==> src/rtl/fetch_controller.sv <==
// Fetch sequencer between program_counter, instruction ROM and decode.
// One instruction in flight: FETCH, WAIT, HOLD, UPDATE, then the next fetch.
module fetch_controller #(
  parameter int ADDR_W = 11,
  parameter int INSTR_W = 16,
  parameter logic [4:0] OPC_JMP = 5'b10000,
  parameter logic [4:0] OPC_HALT = 5'b11111
) (
  input  logic               clk,
  input  logic               rst,
  input  logic [ADDR_W-1:0]  pc_addr,
  output logic               pc_inc,
  output logic               pc_branch_en,
  output logic [ADDR_W-1:0]  pc_branch_addr,
  output logic               imem_ren,
  output logic [ADDR_W-1:0]  imem_addr,
  input  logic [INSTR_W-1:0] imem_rdata,
  output logic [INSTR_W-1:0] instr_out,
  output logic [ADDR_W-1:0]  instr_pc,
  output logic               instr_valid,
  input  logic               instr_ready,
  input  logic               redirect_en,
  input  logic [ADDR_W-1:0]  redirect_addr,
  output logic               halted
);

  typedef enum logic [2:0] {
    IDLE,
    FETCH,
    WAIT,
    HOLD,
    UPDATE,
    HALT
  } state_t;

  state_t state;

  logic [4:0]        opcode;
  logic [ADDR_W-1:0] target;
  logic [ADDR_W-1:0] pc_next;

  assign opcode = instr_out[INSTR_W-1 -: 5];
  assign target = instr_out[ADDR_W-1:0];

  // The PC only changes at the end of UPDATE, so the address for the
  // following fetch is the value program_counter is about to take.
  assign pc_next = pc_branch_en ? pc_branch_addr
                                : ADDR_W'(pc_addr + 1'b1);

  // Sequencer with every output registered; strobes default low each cycle.
  always_ff @(posedge clk) begin
    if (rst) begin
      state          <= IDLE;
      pc_inc         <= 1'b0;
      pc_branch_en   <= 1'b0;
      pc_branch_addr <= '0;
      imem_ren       <= 1'b0;
      imem_addr      <= '0;
      instr_out      <= '0;
      instr_pc       <= '0;
      instr_valid    <= 1'b0;
      halted         <= 1'b0;
    end else begin
      imem_ren       <= 1'b0;
      pc_inc         <= 1'b0;
      pc_branch_en   <= 1'b0;
      pc_branch_addr <= '0;
      unique case (state)
        IDLE: begin
          state     <= FETCH;
          imem_ren  <= 1'b1;
          imem_addr <= pc_addr;
        end
        FETCH: begin
          if (redirect_en) begin
            state          <= UPDATE;
            pc_branch_en   <= 1'b1;
            pc_branch_addr <= redirect_addr;
          end else begin
            state <= WAIT;
          end
        end
        WAIT: begin
          if (redirect_en) begin
            state          <= UPDATE;
            pc_branch_en   <= 1'b1;
            pc_branch_addr <= redirect_addr;
          end else begin
            state       <= HOLD;
            instr_out   <= imem_rdata;
            instr_pc    <= pc_addr;
            instr_valid <= 1'b1;
          end
        end
        HOLD: begin
          if (redirect_en) begin
            state          <= UPDATE;
            instr_valid    <= 1'b0;
            pc_branch_en   <= 1'b1;
            pc_branch_addr <= redirect_addr;
          end else if (instr_ready) begin
            instr_valid <= 1'b0;
            if (opcode == OPC_HALT) begin
              state  <= HALT;
              halted <= 1'b1;
            end else if (opcode == OPC_JMP) begin
              state          <= UPDATE;
              pc_branch_en   <= 1'b1;
              pc_branch_addr <= target;
            end else begin
              state  <= UPDATE;
              pc_inc <= 1'b1;
            end
          end
        end
        UPDATE: begin
          if (redirect_en) begin
            pc_branch_en   <= 1'b1;
            pc_branch_addr <= redirect_addr;
          end else begin
            state     <= FETCH;
            imem_ren  <= 1'b1;
            imem_addr <= pc_next;
          end
        end
        HALT: begin
          halted <= 1'b1;
        end
        default: begin
          state <= IDLE;
        end
      endcase
    end
  end

endmodule

==> config.mk <==
export PLATFORM = sky130hd
export DESIGN_NAME = fetch_controller
export DESIGN_NICKNAME = d
export VERILOG_FILES = /design/src/rtl/fetch_controller.sv
export SDC_FILE = /design/constraint.sdc
export NUM_CORES = 1
export LEC_CHECK = 0
export ABC_AREA = 1
export BUFFER_PORTS_ARGS = -buffer_cell sky130_fd_sc_hd__buf_2
export CAP_MARGIN = 5
export CORE_UTILIZATION = 49
export CTS_CLUSTER_SIZE = 40
export DETAILED_ROUTE_END_ITERATION = 12
export GPL_TIMING_DRIVEN = 0
export PLACE_DENSITY = 0.8
export SLEW_MARGIN = 40
export SYNTH_ARGS = -nofsm -noshare
export SYNTH_HDL_FRONTEND = slang
export SYNTH_SLANG_ARGS = --single-unit
==> constraint.sdc <==
create_clock -name clk -period 1.6 [get_ports clk]
set_input_delay 0.08 -clock clk [delete_from_list [all_inputs] [get_ports clk]]
set_output_delay 0.08 -clock clk [all_outputs]
set_load 0.005 [all_outputs]
==> results.cfg <==
[run_status]
status = finished, final reports clean

[sta]
fin_tns_setup_ps = 0
fmax_mhz = 678
fin_crit_ps = 1480
rsz0062_at_grt = no
setup_viol = 0
hold_violations = 0
slew_viol_final = 0
worstMarginPinSlew_ps = 628
hold_slack_ps = 2.99
finalCritPeriodShare_pct = 92.2
setup_slack_ps = 124
maxSlewHeadroom_pct = 58.0
clock_skew_ps = 8.70

[clock_network]
cts_tree = done
htreeDepth = 3
worstSkewPairLatency_ps = 340
clk_pin_slew_ps = 70
cts.path.max_buffers = 2
cts_buffers = 9
cts_sinks = 57
cts_root_buf = clkbuf_8

[setup_path]
start_kind = flip-flop
reg2reg_from = state[1]$_SDFFE_PP0P_
path_class = flip-flop to flip-flop
critPathArrivalTime_ps = 1740
reg2reg_depth = 7
cp.required_ps = 1870
critPathCaptureType = flip-flop
r2r-end = instr_out[4]$_SDFFE_PP0P_
crit_fanout = 10
r2r_slack_ps = 120

[synth]
synth.mux.area_fraction_pct = 0
syn-num-nets = 398
yosys_register_bits = 57
syn-cell-area_mm2 = 0.00252
synth_area_leaders = dfxtp_1 (45%), o21ai_0 (11%), nor2_1 (10%), a21oi_1 (7.9%), nand3_1 (6.4%)
synth_fa_ha_area_share_pct = 0.496
synth_compound_area_share_pct = 20.4
synth_seq_area_share_pct = 45.3
synth-edff-count = 0
ys_types = 26
synth_top_family_by_area = simple AND/OR/NAND/NOR gates
ys.flop_type = dfxtp_1
synth_top_area_share_pct = 45.3
ys_warn_count = 0
synth_xor_area_share_pct = 1.04
synth.largest_area_cell = dfxtp_1
synth_common_cells = nor2_1 (68), dfxtp_1 (57), o21ai_0 (53)
synth_area_per_cell_um2 = 7.10
yosysMostFrequentCell = nor2_1
synthCells = 355
synthSimpleGateAreaFrac_pct = 25.3
synthArstFlopShare_pct = 0

[detailed_routing]
avgRoutedWirePerCell_um = 14.3
via_per_inst = 5.36
ant_nets = 0
post-route-drc-count = 0
drt-total-wl_mm = 7.77
drt-initial-drc-count = 184
vias = 2903
drtPass1Iterations = 5

[final_layout]
final_nets = 514
area_growth_pct = 37.5
antenna_cells = 0
fin_cells = 542
nFillCells = 390
utilization_pct = 71.5
drive_gt1_share_pct = 27.4
finalInstanceArea_mm2 = 0.00347

[floorplanning]
die-height_um = 73.7
die-width_um = 73.7
start_util_pct = 52.0
row_count = 25
core_area_mm2 = 0.00485
io_pins = 96
die-area_mm2 = 0.00544

[power_and_ir_drop]
switchingPower_mw = 1.00
combPwrFrac_pct = 15.3
internal_power_mw = 3.00
pwr_density_cell_mw_per_mm2 = 1150
clock_power_share_pct = 45.0
power_mw = 4.00
p_sw_share_pct = 25.1
vdd_drop_max_v = 0.000667
p_leak_nw = 1.68
pwr-share-seq_pct = 39.8

[placement]
io_buffers = 93
dpl.hpwl_mm = 5.23
place_ws_ps = 133
place_inst = 515
gp_congestion = 0.901
dpl_cell_area_mm2 = 0.00307

[global_routing]
grt_max_degree = 11
grt_pass1_wl_mm = 12.3
grt_pass1_vias = 2654
antenna_found_initial = 0
grt_use_total_pct = 30.2
overflow = 0

[hold_path]
hold_path.class = input pin to flip-flop
whs_path_depth = 3
worstHoldStart = imem_rdata[15]
holdPathEnd = instr_out[15]$_SDFFE_PP0P_

[job]
max_cap_viol_count = 0
## placed cells by master, fill, tap and decap left out, drive strengths merged, types with 3 or more instances in the layout
cell type | Yosys | routed
nand3 | 34 | 34
dlygate4sd3 | 0 | 13
o211ai | 3 | 3
dfxtp | 57 | 57
clkbuf | 7 | 16
nor2 | 70 | 70
nand2 | 42 | 42
a21oi | 41 | 41
inv | 27 | 27
o21ai | 55 | 55
bufinv | 0 | 4
buf | 10 | 103
## worst max-delay path, cell delays in order, from the launching register on
cell     delay [ps]
dfxtp_1         440
inv_1            80
nor2_1          120
nand3_2         160
inv_2           160
buf_2           240
nor2_1           70
nor2_1          140
## routing by layer
metal | wire length, um | up-vias | track usage (%)
li1 | - | 1408 | -
met1 | 3330 | 1323 | 37.9
met2 | 3600 | 147 | 47.4
met3 | 628 | 25 | 7.82
met4 | 206 | 0 | 16.2
met5 | 0 | - | 0
## worst max path at each step
stage,startpoint,to,slack (ps),cells after the start
floorplan,state[0]$_SDFFE_PP0P_,state[0]$_SDFFE_PP0P_,400,9
global placement,state[1]$_SDFFE_PP0P_,instr_pc[1]$_SDFFE_PP0P_,150,6
detailed placement,state[1]$_SDFFE_PP0P_,instr_pc[0]$_SDFFE_PP0P_,130,6
CTS,state[1]$_SDFFE_PP0P_,instr_out[13]$_SDFFE_PP0P_,90,6
global route,state[1]$_SDFFE_PP0P_,instr_out[4]$_SDFFE_PP0P_,10,7
finish,state[1]$_SDFFE_PP0P_,instr_out[4]$_SDFFE_PP0P_,120,7
## cell families (layout without fill, tap and decap cells)
kind of cell / after synthesis / in the layout
and+or+nand+nor: 150 / 150
buffers and inverters: 45 / 165
adders and majority gates: 1 / 1
xor gates and xnor gates: 3 / 3
AOI/OAI and AO/OA: 99 / 99
DFF: 57 / 57
## registers in the layout, indices dropped and copies added (netlist names)
| name | count |
|---|---|
| pc_inc | 1 |
| imem_ren | 1 |
| imem_addr | 11 |
| halted | 1 |
| instr_valid | 1 |
| pc_branch_addr | 11 |
| state | 3 |
| instr_pc | 11 |
| pc_branch_en | 1 |
| instr_out | 16 |
## timing repair
item                                   CTS  global route
endpoints found under the hold margin   13             0
resized for setup                        0             5
setup endpoints to repair                0            12
buffers inserted                         0             0
hold buffers                            13             0
## power by group through the flow
stage	logic (mW)	clock network [mW]	registers [mW]
floorplan	0.324	0	1.62
global placement	0.562	0	1.62
detailed placement	0.571	0	1.62
CTS	0.599	1.81	1.59
global route	0.690	1.87	1.60
finish	0.612	1.80	1.59
## cell type report
class | instances | area (um^2) | share of cell area [%]
inverters | 28 | 109 | 3.14
clock buffers | 10 | 138 | 3.97
clock inverters | 5 | 128 | 3.68
well taps | 67 | 83.8 | 2.42
plain buffers | 16 | 81.3 | 2.35
multi-input cells | 253 | 1190 | 34.4
flip-flops and latches | 57 | 1140 | 32.9
repair buffers | 106 | 596 | 17.2
(Power assumes the default switching activity.)
